`config.mk`:
```
export PLATFORM = sky130hd
export DESIGN_NAME = elastic_stage_pipeline
export DESIGN_NICKNAME = d
export VERILOG_FILES = /design/src/rtl/elastic_pipe_pkg.sv /design/src/rtl/elastic_pipe_stage.sv /design/src/rtl/elastic_stage_pipeline.sv
export SDC_FILE = /design/constraint.sdc
export NUM_CORES = 1
export LEC_CHECK = 0
export ABC_AREA = 1
export ABC_CLOCK_PERIOD_IN_PS = 1900
export CORE_MARGIN = 8
export CORE_UTILIZATION = 48
export CTS_CLUSTER_SIZE = 16
export DETAILED_ROUTE_END_ITERATION = 10
export GPL_TIMING_DRIVEN = 0
export PLACE_DENSITY = 0.75
export SYNTH_ARGS = -nofsm -noshare
export SYNTH_HDL_FRONTEND = slang
export SYNTH_SLANG_ARGS = --single-unit
```
`constraint.sdc`:
```
create_clock -name clk -period 1.9 [get_ports clk]
set_input_delay 0.38 -clock clk [delete_from_list [all_inputs] [get_ports clk]]
set_output_delay 0.38 -clock clk [all_outputs]
set_load 0.01 [all_outputs]
```
`src/rtl/elastic_pipe_pkg.sv`:
```
// Shared constants and types for the elastic five-stage instruction pipeline.
package elastic_pipe_pkg;

    localparam int ST_FETCH     = 0;
    localparam int ST_DECODE    = 1;
    localparam int ST_OPERANDS  = 2;
    localparam int ST_EXECUTE   = 3;
    localparam int ST_WRITEBACK = 4;

    localparam int NUM_STAGES    = ST_WRITEBACK + 1;
    localparam int DEFAULT_WIDTH = 9;

    typedef logic [DEFAULT_WIDTH-1:0] instr_t;

endpackage

```
`src/rtl/elastic_pipe_stage.sv`:
```
// One elastic pipeline slot: a valid bit plus payload, loading whenever the
// slot is empty or its downstream neighbour is ready.
module elastic_pipe_stage
    import elastic_pipe_pkg::*;
#(
    parameter int WIDTH = DEFAULT_WIDTH
) (
    input  logic             clk,
    input  logic             rst,
    input  logic             flush,
    input  logic             up_valid,
    input  logic [WIDTH-1:0] up_data,
    input  logic             down_ready,
    output logic             valid,
    output logic [WIDTH-1:0] data,
    output logic             rdy
);

    // An empty slot can always take a word, which is what lets bubbles collapse.
    assign rdy = down_ready || !valid;

    // NOTE: the payload register is reset alongside valid so out_data reads 0
    // after reset; every other update uses non-blocking assignment.
    always_ff @(posedge clk) begin
        if (rst) begin
            valid <= 1'b0;
            data  <= '0;
        end else if (flush) begin
            valid <= 1'b0;
        end else if (rdy) begin
            valid <= up_valid;
            if (up_valid) begin
                data <= up_data;
            end
        end
    end

endmodule

```
`src/rtl/elastic_stage_pipeline.sv`:
```
// Fetch..writeback pipeline with per-stage valid/ready handshakes, a
// synchronous flush for branch redirects and a registered occupancy count.
module elastic_stage_pipeline
    import elastic_pipe_pkg::*;
#(
    parameter int WIDTH = DEFAULT_WIDTH,
    parameter int DEPTH = NUM_STAGES,
    parameter int CNT_W = $clog2(DEPTH + 1)
) (
    input  logic             clk,
    input  logic             rst,
    input  logic             flush,
    input  logic             in_valid,
    input  logic [WIDTH-1:0] in_data,
    output logic             in_ready,
    output logic             out_valid,
    output logic [WIDTH-1:0] out_data,
    input  logic             out_ready,
    output logic [CNT_W-1:0] occupancy,
    output logic             stalled
);

    logic             valid [DEPTH];
    logic [WIDTH-1:0] data  [DEPTH];

    for (genvar i = 0; i < DEPTH; i++) begin : g_stage
        logic             stage_up_valid;
        logic [WIDTH-1:0] stage_up_data;
        logic             stage_down_ready;
        logic             stage_rdy;

        if (i == ST_FETCH) begin : g_src
            assign stage_up_valid = in_valid;
            assign stage_up_data  = in_data;
        end else begin : g_chain
            assign stage_up_valid = valid[i-1];
            assign stage_up_data  = data[i-1];
        end

        // Ready ripples backward from the consumer through each slot.
        if (i == DEPTH - 1) begin : g_tail
            assign stage_down_ready = out_ready;
        end else begin : g_mid
            assign stage_down_ready = g_stage[i+1].stage_rdy;
        end

        elastic_pipe_stage #(
            .WIDTH(WIDTH)
        ) u_stage (
            .clk        (clk),
            .rst        (rst),
            .flush      (flush),
            .up_valid   (stage_up_valid),
            .up_data    (stage_up_data),
            .down_ready (stage_down_ready),
            .valid      (valid[i]),
            .data       (data[i]),
            .rdy        (stage_rdy)
        );
    end

    logic in_fire;
    logic out_fire;

    // Flush blocks both handshakes in the cycle it is asserted.
    assign in_ready  = g_stage[ST_FETCH].stage_rdy && !flush;
    assign out_valid = valid[DEPTH-1] && !flush;
    assign out_data  = data[DEPTH-1];
    assign stalled   = out_valid && !out_ready;

    assign in_fire  = in_valid && in_ready;
    assign out_fire = out_valid && out_ready;

    // Tracks popcount(valid) incrementally: +1 per accept, -1 per retire.
    always_ff @(posedge clk) begin
        if (rst || flush) begin
            occupancy <= '0;
        end else if (in_fire && !out_fire) begin
            occupancy <= occupancy + CNT_W'(1);
        end else if (!in_fire && out_fire) begin
            occupancy <= occupancy - CNT_W'(1);
        end
    end

endmodule
```
After elaboration in Yosys (flattened, before gate mapping)
Cells that the tools add are included.
{ "word_totals": {"ff_bits": 53, "elab_cells": 45} }
{ "classes": {"n_addsub": 2, "muxes": 2, "bitwise": 1, "n_reduce_logical": 29} }
{ "ops": {"columns": ["cell", "n"], "rows": [
  ["3-bit AND reduction", 5],
  ["1-bit logical NOT", 9],
  ["1-bit logical AND", 7],
  ["1-bit logical OR", 6],
  ["3-bit two-way mux", 2],
  ["3-bit by 1-bit adder with 3-bit output (second input constant)", 1],
  ["3-bit by 1-bit subtractor with 3-bit output (second input constant)", 1],
  ["2-bit nonzero test", 1],
  ["2-bit OR reduction", 1],
  ["1-bit NOT", 1]
]} }

Longest topological paths before layout
Gate-level depths: netlist of run 1.
{ "depth": {"depth_word": 12, "depth_mapped": 14, "depth_no_buf": 13} }

Hierarchy
A second synthesis of run 1 with hierarchy kept.
{ "hier_totals": {"cells_unflattened": 351, "hier_area_um2": 2603.7} }
{ "modules_own_cells": {"columns": ["module", "instances", "cells_each", "area_per_inst_um2", "seq_area_each_um2"], "rows": [
  ["elastic_pipe_stage", 5, 64, 479.2, 200.2],
  ["elastic_stage_pipeline", 1, 31, 207.7, 60.1]
]} }

Worst setup path before layout of run 1
No wires, ideal clock.
{ "synth_path": {"path_kind": "input to register", "from": "input port out_ready", "to": "register occupancy[2]", "setup_time_ns": 0.122, "arrival_ns": 1.907, "required_time_ns": 1.778, "path_slack_ns": -0.129, "path_stages": 14, "path_buffers": 1, "path_cell_list": "inv_2 -> nand3_2 -> nor2_2 -> nand3_2 -> clkbuf_8 -> inv_1 -> nor3_1 -> ha_1 -> inv_1 -> fa_1 -> a21oi_1 -> o21ai_0 -> o21ai_0 -> a21oi_1"} }
{ "synth_via": {"elab_chain_cells": 10, "elab_cells_between_ends": 14} }
{ "synth_lines": {"columns": ["item", "line_no", "text"], "rows": [
  ["from (decl)", "elastic_stage_pipeline.sv:18", "input logic out_ready,"],
  ["1-bit logical OR (5 in a row)", "elastic_pipe_stage.sv:20", "assign rdy = down_ready || !valid;"],
  ["1-bit logical AND", "elastic_stage_pipeline.sv:66", "assign in_ready = g_stage[ST_FETCH].stage_rdy && !flush;"],
  ["1-bit logical AND", "elastic_stage_pipeline.sv:71", "assign in_fire = in_valid && in_ready;"],
  ["1-bit logical NOT", "elastic_stage_pipeline.sv:80", "end else if (!in_fire && out_fire) begin"],
  ["1-bit logical AND", "elastic_stage_pipeline.sv:80", null],
  ["2-bit nonzero test (no source line)", null, null],
  ["to (signal assigned)", "elastic_stage_pipeline.sv:79", "occupancy <= occupancy + CNT_W'(1);"],
  ["to (signal assigned)", "elastic_stage_pipeline.sv:81", "occupancy <= occupancy - CNT_W'(1);"],
  ["to (decl)", "elastic_stage_pipeline.sv:19", "output logic [CNT_W-1:0] occupancy,"]
]} }
Parallel ways exist; a longest one is shown, timed or not.
A chain may end at the register's enable or synchronous reset.

Worst setup path after layout of run 1
{ "layout_path": {"from": "register g_stage[3].u_stage.valid", "to": "register occupancy[2]"} }
{ "layout_via": {"elab_chain_cells": 10, "elab_cells_between_ends": 12} }
{ "layout_lines": {"columns": ["item", "line_no", "text"], "rows": [
  ["from (decl)", "elastic_pipe_stage.sv:14", "output logic valid,"],
  ["from (signal assigned)", "elastic_pipe_stage.sv:31", "valid <= up_valid;"],
  ["1-bit logical NOT (*)", "elastic_pipe_stage.sv:20", null],
  ["1-bit logical OR (*) (4 in a row)", "elastic_pipe_stage.sv:20", null],
  ["1-bit logical AND (*)", "elastic_stage_pipeline.sv:66", null],
  ["1-bit logical AND (*)", "elastic_stage_pipeline.sv:71", null],
  ["1-bit logical NOT", "elastic_stage_pipeline.sv:80", null],
  ["1-bit logical AND", "elastic_stage_pipeline.sv:80", null],
  ["2-bit nonzero test (no source line)", null, null]
]} }
Every way passes the cells marked *; elsewhere a longest branch is shown, timed or not.

==> flow_metrics.env, run 1 <==
export IMPL_ys_seq_area_share_pct=50.96
export IMPL_areaGrowthSynthToFinish_pct=26.92
export IMPL_cts_made_buffers=5
export IMPL_cts_hold_buf=0
export IMPL_clk_pin_slew_ns=0.09
export IMPL_tritoncts="done"
export IMPL_max_clock_path_buffers=2
export IMPL_wl_um=3730
export IMPL_yosysMostFrequentCell="nor2_1"
export IMPL_crit_chain="nand3_4, nor2_4, nand3_4, inv_4, nor3_4, ha_2, inv_2, fa_2, a21oi_2, o21ai_2, o21ai_1, a21oi_1"
export IMPL_synth_area_mm2=0.002082
export IMPL_holdWs_ns=0.4186
export IMPL_finalClockSkew_ns=0.007902
export IMPL_async_reset_ff_share_pct=0
export IMPL_ys_types=23
export IMPL_clockRootBuffer="clkbuf_8"
export IMPL_crit_path_max_incr_delay_ns=0.37
export IMPL_vias_per_cell=4.662
export IMPL_drc=0
export IMPL_synth_cells=268
export IMPL_grt_pass1_vias=1570
export IMPL_ys_seq_elements=53
export IMPL_yosys_top_cells_area="dfxtp_1 51%, nor2_1 13%, o21ai_0 7.0%"
export IMPL_grt_use_met3_pct=2.954
export IMPL_final_hold_viol_count=0
export IMPL_hold_path_class="in2reg"
export IMPL_clk_latency_ns=0.31
export IMPL_cpMostUsedCell="nand3_4"
export IMPL_drtAntennaViolNets=0
export IMPL_tightest_slew_ns=0.3779
export IMPL_timing_final_ws_setup_ns=0.03158
export IMPL_die_area_mm2=0.006701
export IMPL_worstSetupStartpointType="flip-flop"
export IMPL_critPathRequiredTime_ns=2.10
export IMPL_gp_congestion=0.7111
export IMPL_avgSynthCellArea_um2=7.769
export IMPL_clkSinkCount=53
export IMPL_met2_usage_pct=20.92
export IMPL_relSlewSlack_pct=74.80
export IMPL_p_total_mw=2.047
export IMPL_yosysTopAreaCell="dfxtp_1"
export IMPL_fin_crit_sh_pct=98.34
export IMPL_grtUsageMet1_pct=13.95
export IMPL_io_buffer_count=27
export IMPL_first_pass_iters=4
export IMPL_dr_first_iter_drc_count=66
export IMPL_vias=1697
export IMPL_r2r_setup_slack_ns=0.03
export IMPL_row_count=24
export IMPL_ys_top_cells_by_count="73 x nor2_1, 53 x dfxtp_1, 29 x o21ai_0"
export IMPL_outcome="completed"
export IMPL_arrival_ns=2.07
export IMPL_place_hpwl_um=2739
export IMPL_grt_use_total_pct=12.14
export IMPL_antenna_found_initial=0
export IMPL_synth_ff_type="dfxtp_1"
export IMPL_critPathMaxFanout=3
export IMPL_path_buf_inv=2
export IMPL_drv_cap=0
export IMPL_yosysWarningCount=0
export IMPL_crit_family="adder cells"
export IMPL_peakVddDrop_mv=0.4092
export IMPL_io_pins=29
export IMPL_die_x_um=81.86
export IMPL_rsz0062_at_grt="true"
export IMPL_grt_ovfl_total=0
export IMPL_grt_pass1_wl_um=6568
export IMPL_fin_crit_ns=1.868
export IMPL_fp_dieH_um=81.86
export IMPL_wl_per_cell_um=10.25
export IMPL_layout_drive_gt1_share_pct=16.35
export IMPL_p_per_area_mw_per_mm2=774.5
export IMPL_synth_edf_count=0
export IMPL_slowest_stage="fa_2"
export IMPL_leakagePower_nw=1.044
export IMPL_place_ws_ns=-0.7297
export IMPL_maxSlewViolCount=0
export IMPL_grt_start_max_net_pins=17
export IMPL_timing_worst_setup_path_type="reg2reg"
export IMPL_core_mm2=0.004264
export IMPL_placed_area_mm2=0.002440
export IMPL_start_util_pct=48.83
export IMPL_synthesis_nets=284
export IMPL_nNetsFinal=327
export IMPL_design_area_mm2=0.002643
export IMPL_final_util_pct=61.97
export IMPL_n_antenna_cell=0
export IMPL_setup_viol=0
export IMPL_cp_end_kind="flip-flop"
export IMPL_h_tree_depth=2
export IMPL_busiest_layer="met2"
export IMPL_clock_fmax_ghz=0.5352
export IMPL_synth_top_cell_area_share_pct=50.96
## kinds of logic after synthesis
kind of cell    count (synthesis)  synth area share, %
compound gates                 55                14.06
xor+xnor                        1               0.4207
simple gates                  121                24.82
buf+inv                        36                8.172
flops                          53                50.96
fa+ha+maj                       2                1.562
## state kept, by name (all words and copies together) (netlist names)
name / cells
g_stage.u_stage.valid: 5
g_stage.u_stage.data: 45
occupancy: 3
## through the flow
step	cells	TNS (ns)
after detailed placement	347	-2.378
after global routing	364	-0.1118
after CTS	359	0
final	364	0
after floorplan	268	0
after global placement	347	-2.180
## where the power goes
group | switching, mW | total, mW | leakage (nW) | internal, mW
Combinational | 0.0783 | 0.149 | 0.559 | 0.0709
Sequential | 0.0130 | 1.14 | 0.430 | 1.13
Clock | 0.357 | 0.753 | 0.0554 | 0.396
Total | 0.449 | 2.05 | 1.04 | 1.60
## placed cells by master (no fill, tap or decap), types with 2 or more instances in the layout
cell / count
nand2_1: 22
buf_2: 2
dlymetal6s2s_1: 2
nand3_4: 2
clkbuf_1: 3
nand2_2: 2
dfxtp_2: 2
clkbuf_8: 5
inv_2: 7
buf_4: 12
buf_6: 2
nor2_1: 73
nand3_1: 18
inv_1: 19
dfxtp_1: 51
o21ai_0: 27
a21oi_1: 20
clkdlybuf4s50_1: 23
a21oi_2: 5
## repair_timing
action	in CTS	in global routing
setup buffers	4	6
setup endpoints to repair	5	4
resized for setup	9	7
pin swaps	1	6
## routing by layer
| layer | share of wire, % | vias to the layer above |
|---|---|---|
| met5 | 0 | - |
| met4 | 1.4 | 0 |
| met3 | 4.5 | 5 |
| met2 | 49 | 27 |
| met1 | 45 | 726 |
| li1 | - | 939 |
## tightest hold or removal path: cells and delay by family
family / cells / cell delay (ns)
buf+inv: 2 / 0.19
simple gates: 1 / 0.05
compound gates: 1 / 0.07
## layout make-up
| type | count | area [um2] |
|---|---|---|
| tap | 52 | 65.06 |
| timing repair buffer | 37 | 344.1 |
| multi-input combinational | 179 | 899.6 |
| fill | 427 | 1622 |
| inverter | 27 | 103.9 |
| buffer | 8 | 55.05 |
| sequential | 53 | 1064 |
| clock buffer | 6 | 72.57 |
| clock inverter | 2 | 38.79 |
## worst paths after layout
check                        startpoint                          to  depth (start not counted)
max            g_stage[3].u_stage.valid                occupancy[2]                         12
min                           out_ready    g_stage[4].u_stage.valid                          4
max reg2reg    g_stage[3].u_stage.valid                occupancy[2]                         12
min reg2reg  g_stage[1].u_stage.data[3]  g_stage[1].u_stage.data[3]                          2
Power figures use the tool's default switching activity.
==> inputs of run 2 (changes only) <==
Settings changed: TNS_END_PERCENT set to 100.
==> results of run 2 <==
Same layout as run 1: the final DEF is identical, and so are final timing and power.
